## src/rtl/rate_pkg.sv

```systemverilog
// rate_pkg: rate codes, controller states and strobe cascade ratios
package rate_pkg;
  localparam logic [1:0] RATE_1HZ = 2'b00;
  localparam logic [1:0] RATE_20HZ = 2'b01;
  localparam logic [1:0] RATE_50HZ = 2'b10;
  localparam logic [1:0] RATE_100HZ = 2'b11;
  localparam int DIV_50 = 2;
  localparam int DIV_20 = 5;
  localparam int DIV_1 = 100;
  typedef enum logic {IDLE, PEND} state_t;
endpackage

```

## src/rtl/tick_divider.sv

```systemverilog
// tick_divider: prescaler and 2/5/100 cascade producing four phase-aligned registered strobes
module tick_divider
  import rate_pkg::*;
#(
  parameter int DIV = 500000
) (
  input  logic       clk,
  input  logic       rst,
  output logic       t,
  output logic [3:0] nxt,
  output logic [3:0] stb
);
  localparam int CW = $clog2(DIV);
  logic [CW-1:0] cnt;
  logic          c2;
  logic [2:0]    c5;
  logic [6:0]    c100;
  // Base tick and the strobe values loaded on it; bit index matches the sel encoding
  always_comb begin
    t = cnt == CW'(DIV - 1);
    nxt = t ? {1'b1, c2 == 1'(DIV_50 - 1), c5 == 3'(DIV_20 - 1), c100 == 7'(DIV_1 - 1)} : 4'b0;
  end
  // Prescaler always runs; the cascade advances only on the base tick
  always_ff @(posedge clk)
    if (rst) begin
      cnt <= '0;
      c2 <= '0;
      c5 <= '0;
      c100 <= '0;
      stb <= '0;
    end else begin
      cnt <= t ? '0 : cnt + 1'b1;
      stb <= nxt;
      if (t) begin
        c2 <= c2 == 1'(DIV_50 - 1) ? '0 : c2 + 1'b1;
        c5 <= c5 == 3'(DIV_20 - 1) ? '0 : c5 + 1'b1;
        c100 <= c100 == 7'(DIV_1 - 1) ? '0 : c100 + 1'b1;
      end
    end
endmodule

```

## src/rtl/rate_sel_ctrl.sv

```systemverilog
// rate_sel_ctrl: steps the selected strobe rate from button edges, committing only on base ticks
module rate_sel_ctrl
  import rate_pkg::*;
#(
  parameter int CLK_HZ = 50_000_000,
  parameter int BASE_HZ = 100
) (
  input  logic       clk,
  input  logic       rst,
  input  logic       btn_next,
  input  logic       btn_prev,
  input  logic       hold,
  output logic       ena1hz,
  output logic       ena20hz,
  output logic       ena50hz,
  output logic       ena100hz,
  output logic       ena_db,
  output logic [1:0] sel,
  output logic       busy
);
  localparam int DIV = CLK_HZ / BASE_HZ;
  logic       t;
  logic [3:0] nxt;
  logic [3:0] stb;
  logic       btn_next_d;
  logic       btn_prev_d;
  logic       nx;
  logic       pv;
  state_t     state;
  state_t     state_n;
  logic [1:0] pend;
  logic [1:0] pend_n;
  logic [1:0] base;
  logic [1:0] sel_n;
  tick_divider #(.DIV(DIV)) u_div (
    .clk(clk),
    .rst(rst),
    .t(t),
    .nxt(nxt),
    .stb(stb)
  );
  assign {ena100hz, ena50hz, ena20hz, ena1hz} = stb;
  // Edge detect with simultaneous next/prev cancelling; pending target folds in new edges before a commit
  always_comb begin
    nx = btn_next & ~btn_next_d & ~(btn_prev & ~btn_prev_d);
    pv = btn_prev & ~btn_prev_d & ~(btn_next & ~btn_next_d);
    base = state == IDLE ? sel : pend;
    pend_n = nx ? base + 2'd1 : pv ? base - 2'd1 : base;
    state_n = state == IDLE ? ((nx | pv) ? PEND : IDLE) : (t ? IDLE : PEND);
    sel_n = (state == PEND && t) ? pend_n : sel;
  end
  // Button history resets high so a button held through reset yields no edge; ena_db uses pre-commit sel
  always_ff @(posedge clk)
    if (rst) begin
      btn_next_d <= 1'b1;
      btn_prev_d <= 1'b1;
      state <= IDLE;
      pend <= RATE_1HZ;
      sel <= RATE_1HZ;
      busy <= 1'b0;
      ena_db <= 1'b0;
    end else begin
      btn_next_d <= btn_next;
      btn_prev_d <= btn_prev;
      state <= state_n;
      pend <= pend_n;
      sel <= sel_n;
      busy <= state_n == PEND;
      ena_db <= ~hold & nxt[sel];
    end
endmodule

```

## config.mk

```make
export PLATFORM = sky130hd
export DESIGN_NAME = rate_sel_ctrl
export DESIGN_NICKNAME = d
export VERILOG_FILES = /design/src/rtl/rate_pkg.sv /design/src/rtl/tick_divider.sv /design/src/rtl/rate_sel_ctrl.sv
export SDC_FILE = /design/constraint.sdc
export NUM_CORES = 1
export LEC_CHECK = 0
export CORE_MARGIN = 2
export CORE_UTILIZATION = 60
export DETAILED_ROUTE_END_ITERATION = 8
export PLACE_DENSITY = 0.87
export SYNTH_ARGS = -nofsm -noshare
export SYNTH_HDL_FRONTEND = slang
export SYNTH_SLANG_ARGS = --single-unit
```

## constraint.sdc

```tcl
create_clock -name clk -period 5.36 [get_ports clk]
set_clock_uncertainty 0.2 [all_clocks]
set_input_delay 1.608 -clock clk [delete_from_list [all_inputs] [get_ports clk]]
set_output_delay 1.608 -clock clk [all_outputs]
set_load 0.05 [all_outputs]
```

Yosys cells after proc, flatten, opt, wreduce, memory -nomap -nowiden. Cells that the tools add are included.

Flip-flop bits (word level): 42. Input bits: 5. Word-level logic and storage cells: 46.

Add/subtract/negate cells: 6. Order comparisons: 1. Equality and inequality tests: 3. Multiplexer cells: 12. Bitwise gates (word level): 11. Reduce and logical (&&, ||, !) cells: 2.

Operator list (number): 19-bit by 1-bit adder with 19-bit output, second input constant (1); 19-bit == test, second input constant (1); 7-bit by 1-bit adder with 7-bit output, second input constant (1); 7-bit == test, second input constant (1); 7-bit 2-to-1 mux (1); 2-bit 2-to-1 mux (3); 1-bit AND (5); 1-bit 2-to-1 mux (5); 1-bit NOT (5); 4-bit 2-to-1 mux (1); 3-bit by 1-bit adder with 3-bit output, second input constant (1); 3-bit == test, second input constant (1); 2-bit by 3-bit less-than comparator with 1-bit output, second input constant (1); 3-bit 2-to-1 mux (1); 2-bit by 1-bit adder with 2-bit output, second input constant (1); 1-bit binary-select mux with 2-bit select (1); 2-bit OR reduction (1); 2-bit by 1-bit subtractor with 2-bit output, second input constant (1); 1-bit adder, second input constant (1); 1-bit logical AND (1); 1-bit bitwise OR (1).

Depth between registers and ports, before layout.
Depth in word-level cells: 7. Gate-level depth with buffers: 8. Gate-level depth less buffers: 7.

By module. Synthesis repeated with hierarchy kept, for this count alone.

Cell total of the unflattened synthesis: 235. Area total of the unflattened synthesis: 2045.7 um2.

Modules (own cells, without submodules): tick_divider (instances 1, cells each 193, area each 1655.3 um2, seq. area each 680.7 um2); rate_sel_ctrl (instances 1, cells each 42, area each 390.4 um2, seq. area each 160.2 um2).

Least setup slack after synthesis. No wires, ideal clock.

Path kind: input-to-reg. Start: input btn_prev. End: register sel[1]. Library setup time: 133 ps. Arrival time: 2408 ps. Required time: 5027 ps. Slack: 2619 ps. Stages on the path: 7. Buffers on the path: 0. Cell sequence: nand2b_1 -> inv_1 -> ha_1 -> nor2b_1 -> mux2i_1 -> xnor2_1 -> a211oi_1.

Word-level cells in the longest chain between the ends: 4. Elaborated cells between the ends (all ways): 6. Classes of those cells: mux: 2; bitwise: 4.

Ends and longest elaborated chain: start: declaration (line rate_sel_ctrl.sv:11) `input logic btn_prev,`; 1-bit AND * (line rate_sel_ctrl.sv:45, rate_sel_ctrl.sv:46); 1-bit AND / 1-bit NOT (equally long branches) (line rate_sel_ctrl.sv:46, rate_sel_ctrl.sv:45); 2-bit 2-to-1 mux / 1-bit AND (equally long branches) (line rate_sel_ctrl.sv:48, rate_sel_ctrl.sv:45); 2-bit 2-to-1 mux * (line rate_sel_ctrl.sv:48) `pend_n = nx ? base + 2'd1 : pv ? base - 2'd1 : base;`; end signal: assignment (line rate_sel_ctrl.sv:67) `sel <= sel_n;`; end: declaration (line rate_sel_ctrl.sv:18) `output logic [1:0] sel,`.

Every way passes the cells marked *; elsewhere a longest branch is shown, timed or not. A chain may end at the register's enable or synchronous reset.

==> flow_metrics.env <==
export IMPL_outcome="complete, no violations"
export IMPL_yosysSeqAreaShare_pct=42.4
export IMPL_clkLatencyLatePin_ns=0.36
export IMPL_synth_edf_count=0
export IMPL_drive_gt1_share_pct=5.93
export IMPL_cts_setup_buffers=0
export IMPL_cp_num_buf_inv=1
export IMPL_finalPower_mw=0.605
export IMPL_vias_per_cell=5.85
export IMPL_ctsHoldBuffers=0
export IMPL_io_pins=13
export IMPL_diodes=0
export IMPL_die_h_um=61.5
export IMPL_seqCellArea_um2=841
export IMPL_gp_congestion=0.894
export IMPL_initial_core_util_pct=63.9
export IMPL_critical_path_required_ns=3.55
export IMPL_syn_area_mm2=0.00198
export IMPL_maxSlewViolCount=0
export IMPL_critPathTopFamily="buffers and inverters"
export IMPL_ys_flop_type="dfxtp_1"
export IMPL_vias=1639
export IMPL_die_area_mm2=0.00378
export IMPL_worst_ep_arrival_time_ns=1.72
export IMPL_timing_final_crit_share_pct=65.7
export IMPL_routed_wl_mm=3.86
export IMPL_start_kind="flop"
export IMPL_clkTransAtPathRegs_ns=0.13
export IMPL_cts_tree="yes"
export IMPL_wl_per_cell_um=13.8
export IMPL_path_max_fanout=7
export IMPL_p_seq_share_pct=53.0
export IMPL_syn_avg_cell_area_um2=8.73
export IMPL_n_fill_cell=271
export IMPL_switching_power_mw=0.121
export IMPL_drt_iter0_drc=113
export IMPL_place_area_mm2=0.00211
export IMPL_period_needed_ns=3.52
export IMPL_htree_num_levels=2
export IMPL_tightest_slew_ns=0.973
export IMPL_swShare_pct=20.0
export IMPL_yosysTopAreaCellShare_pct=42.4
export IMPL_yosys_area_top_type="dfxtp_1"
export IMPL_synth_nets=238
export IMPL_cp_slowest_stage_delay_ns=0.86
export IMPL_async_flop_share_pct=0
export IMPL_whs_path_depth=1
export IMPL_drtPass1Iterations=4
export IMPL_overflow=0
export IMPL_ys_ff_latch=42
export IMPL_dieWidth_um=61.5
export IMPL_antenna_found_initial=0
export IMPL_crit_chain="clkdlybuf4s50_1"
export IMPL_cts_max_path_buffers=2
export IMPL_grtUsageTotal_pct=24.1
export IMPL_yosysWarningCount=0
export IMPL_portBuffers=12
export IMPL_criticalPathCategory="reg -> out"
export IMPL_clockPowerShare_pct=43.3
export IMPL_max_cap_violations=0
export IMPL_cts_resized=0
export IMPL_multiInputGateArea_mm2=0.00105
export IMPL_max_freq_ghz=0.284
export IMPL_slew_headroom_pct=34.9
export IMPL_rsz0062_at_grt="false"
export IMPL_drc=0
export IMPL_worst_r2r_path_depth=4
export IMPL_grt_pass1_wl_mm=6.71
export IMPL_peakVddDrop_v=0.000186
export IMPL_intPower_mw=0.484
export IMPL_finalSetupTns_ns=0
export IMPL_syn_instance_count=227
export IMPL_finalHoldViolations=0
export IMPL_power_leakage_nw=0.746
export IMPL_dp_hpwl_mm=2.63
export IMPL_synth_cell_types=36
export IMPL_grt_max_degree=32
export IMPL_synth_area_top_cells="dfxtp_1 42%, xnor2_1 5.3%, nor2_1 4.9%"
export IMPL_final_nets=246
export IMPL_cp_depth=1
export IMPL_hold_path_class="reg -> reg"
export IMPL_crit_path_top_delay_cell="clkdlybuf4s50_1"
export IMPL_cp_end_kind="primary output"
export IMPL_design_area_mm2=0.00222
export IMPL_core_area_mm2=0.00310
export IMPL_cts_root_buf="clkbuf_4"
export IMPL_ant_nets=0
export IMPL_area_growth_pct=12.2
export IMPL_combinationalPowerShare_pct=3.8
export IMPL_p_per_area_mw_per_mm2=272
export IMPL_first_global_vias=1540
export IMPL_cts_buffers=5
export IMPL_clock_sinks=42
export IMPL_setup_viol=0
export IMPL_std_cell_rows=20
-- layout make-up --
type,instances,share of cell area (%)
clock buffer,6,2.31
sequential,42,37.8
tap,44,2.47
inverter,9,1.52
clock inverter,2,2.70
multi-input combinational,163,47.1
timing repair buffer,14,6.07
-- synth_stat cells, drive strengths merged (5+ instances only) --
cell type and number:
nor3 7, nor2 26, or3 5, nand4 12
nand3 11, o21ai 8, a21oi 8, or4 5
inv 9, clkbuf 10, ha 6, dfxtp 42
xnor2 12, nand2 7
-- power by group through the flow --
stage	sequential [mW]	combinational [mW]	clock [mW]
finish	0.320	0.0228	0.262
floorplan	0.328	0.0153	0
CTS	0.320	0.0230	0.267
global route	0.321	0.0255	0.278
global placement	0.327	0.0223	0
detailed placement	0.327	0.0230	0
-- flip-flops by register name (all words and copies together) (netlist names) --
| register | cells |
|---|---|
| u_div.c2 | 1 |
| btn_prev_d | 1 |
| ena_db | 1 |
| state | 1 |
| sel | 2 |
| u_div.c5 | 3 |
| pend | 2 |
| btn_next_d | 1 |
| u_div.stb | 4 |
| u_div.cnt | 19 |
| u_div.c100 | 7 |
-- stage by stage --
step	cells	hold slack, ns	util [%]	setup WS, ns
global route	280	0.307	71.7	1.73
floorplan	227	0.226	-	2.62
detailed placement	272	0.252	68.1	1.68
finish	280	0.274	71.7	1.84
global placement	272	0.241	68.1	1.74
CTS	280	0.281	71.7	1.83
-- layout by cell type (no fill, tap or decap) --
cell type / n
ha_1: 6
or3_1: 5
or4_1: 5
a211oi_1: 4
inv_1: 9
nand2_1: 7
a21oi_1: 8
and4_1: 2
a2111oi_0: 1
nand2b_1: 3
dfxtp_1: 42
nor2b_1: 4
buf_4: 2
nand4b_1: 3
nor4b_1: 3
a21o_1: 2
nor4_1: 4
nand4_1: 12
clkdlybuf4s50_1: 12
a31oi_1: 3
o21ai_0: 8
mux2i_1: 4
or4b_1: 1
and3_1: 3
xnor2_1: 12
mux2_2: 2
nand3_1: 11
clkbuf_8: 1
nor3_1: 7
clkbuf_4: 5
or2_2: 2
and2_1: 4
nor2_1: 26
nor3b_1: 3
bufinv_16: 2
o31ai_1: 2
xor2_1: 4
o32ai_1: 2
-- metal layers --
layer | track usage [%] | wire length (µm) | share of wire, %
met4 | 10.9 | 75 | 1.9
met5 | 0 | 0 | 0
met2 | 40.3 | 1940 | 50
met1 | 28.1 | 1710 | 44
met3 | 7.98 | 137 | 3.5
-- kinds of logic (layout without fill, tap and decap cells) --
| logic type | after synthesis | count (layout) | synth area share (%) |
|---|---|---|---|
| AO/OA/AOI/OAI | 30 | 30 | 9.34 |
| XOR/XNOR | 16 | 16 | 7.07 |
| adder cells (fa/ha/maj) | 6 | 6 | 3.79 |
| buffers and inverters | 22 | 31 | 4.67 |
| flip-flops | 42 | 42 | 42.4 |
| multiplexers | 6 | 6 | 3.16 |
| AND/OR/NAND/NOR | 105 | 105 | 29.5 |
-- worst paths after layout --
| check | start | to | slack [ns] |
|---|---|---|---|
| max | state | busy | 1.84 |
| min | u_div.cnt[0] | u_div.cnt[0] | 0.27 |
| max reg2reg | u_div.cnt[11] | u_div.c5[0] | 2.81 |
| min reg2reg | u_div.cnt[0] | u_div.cnt[0] | 0.27 |
(Power assumes the default switching activity.)
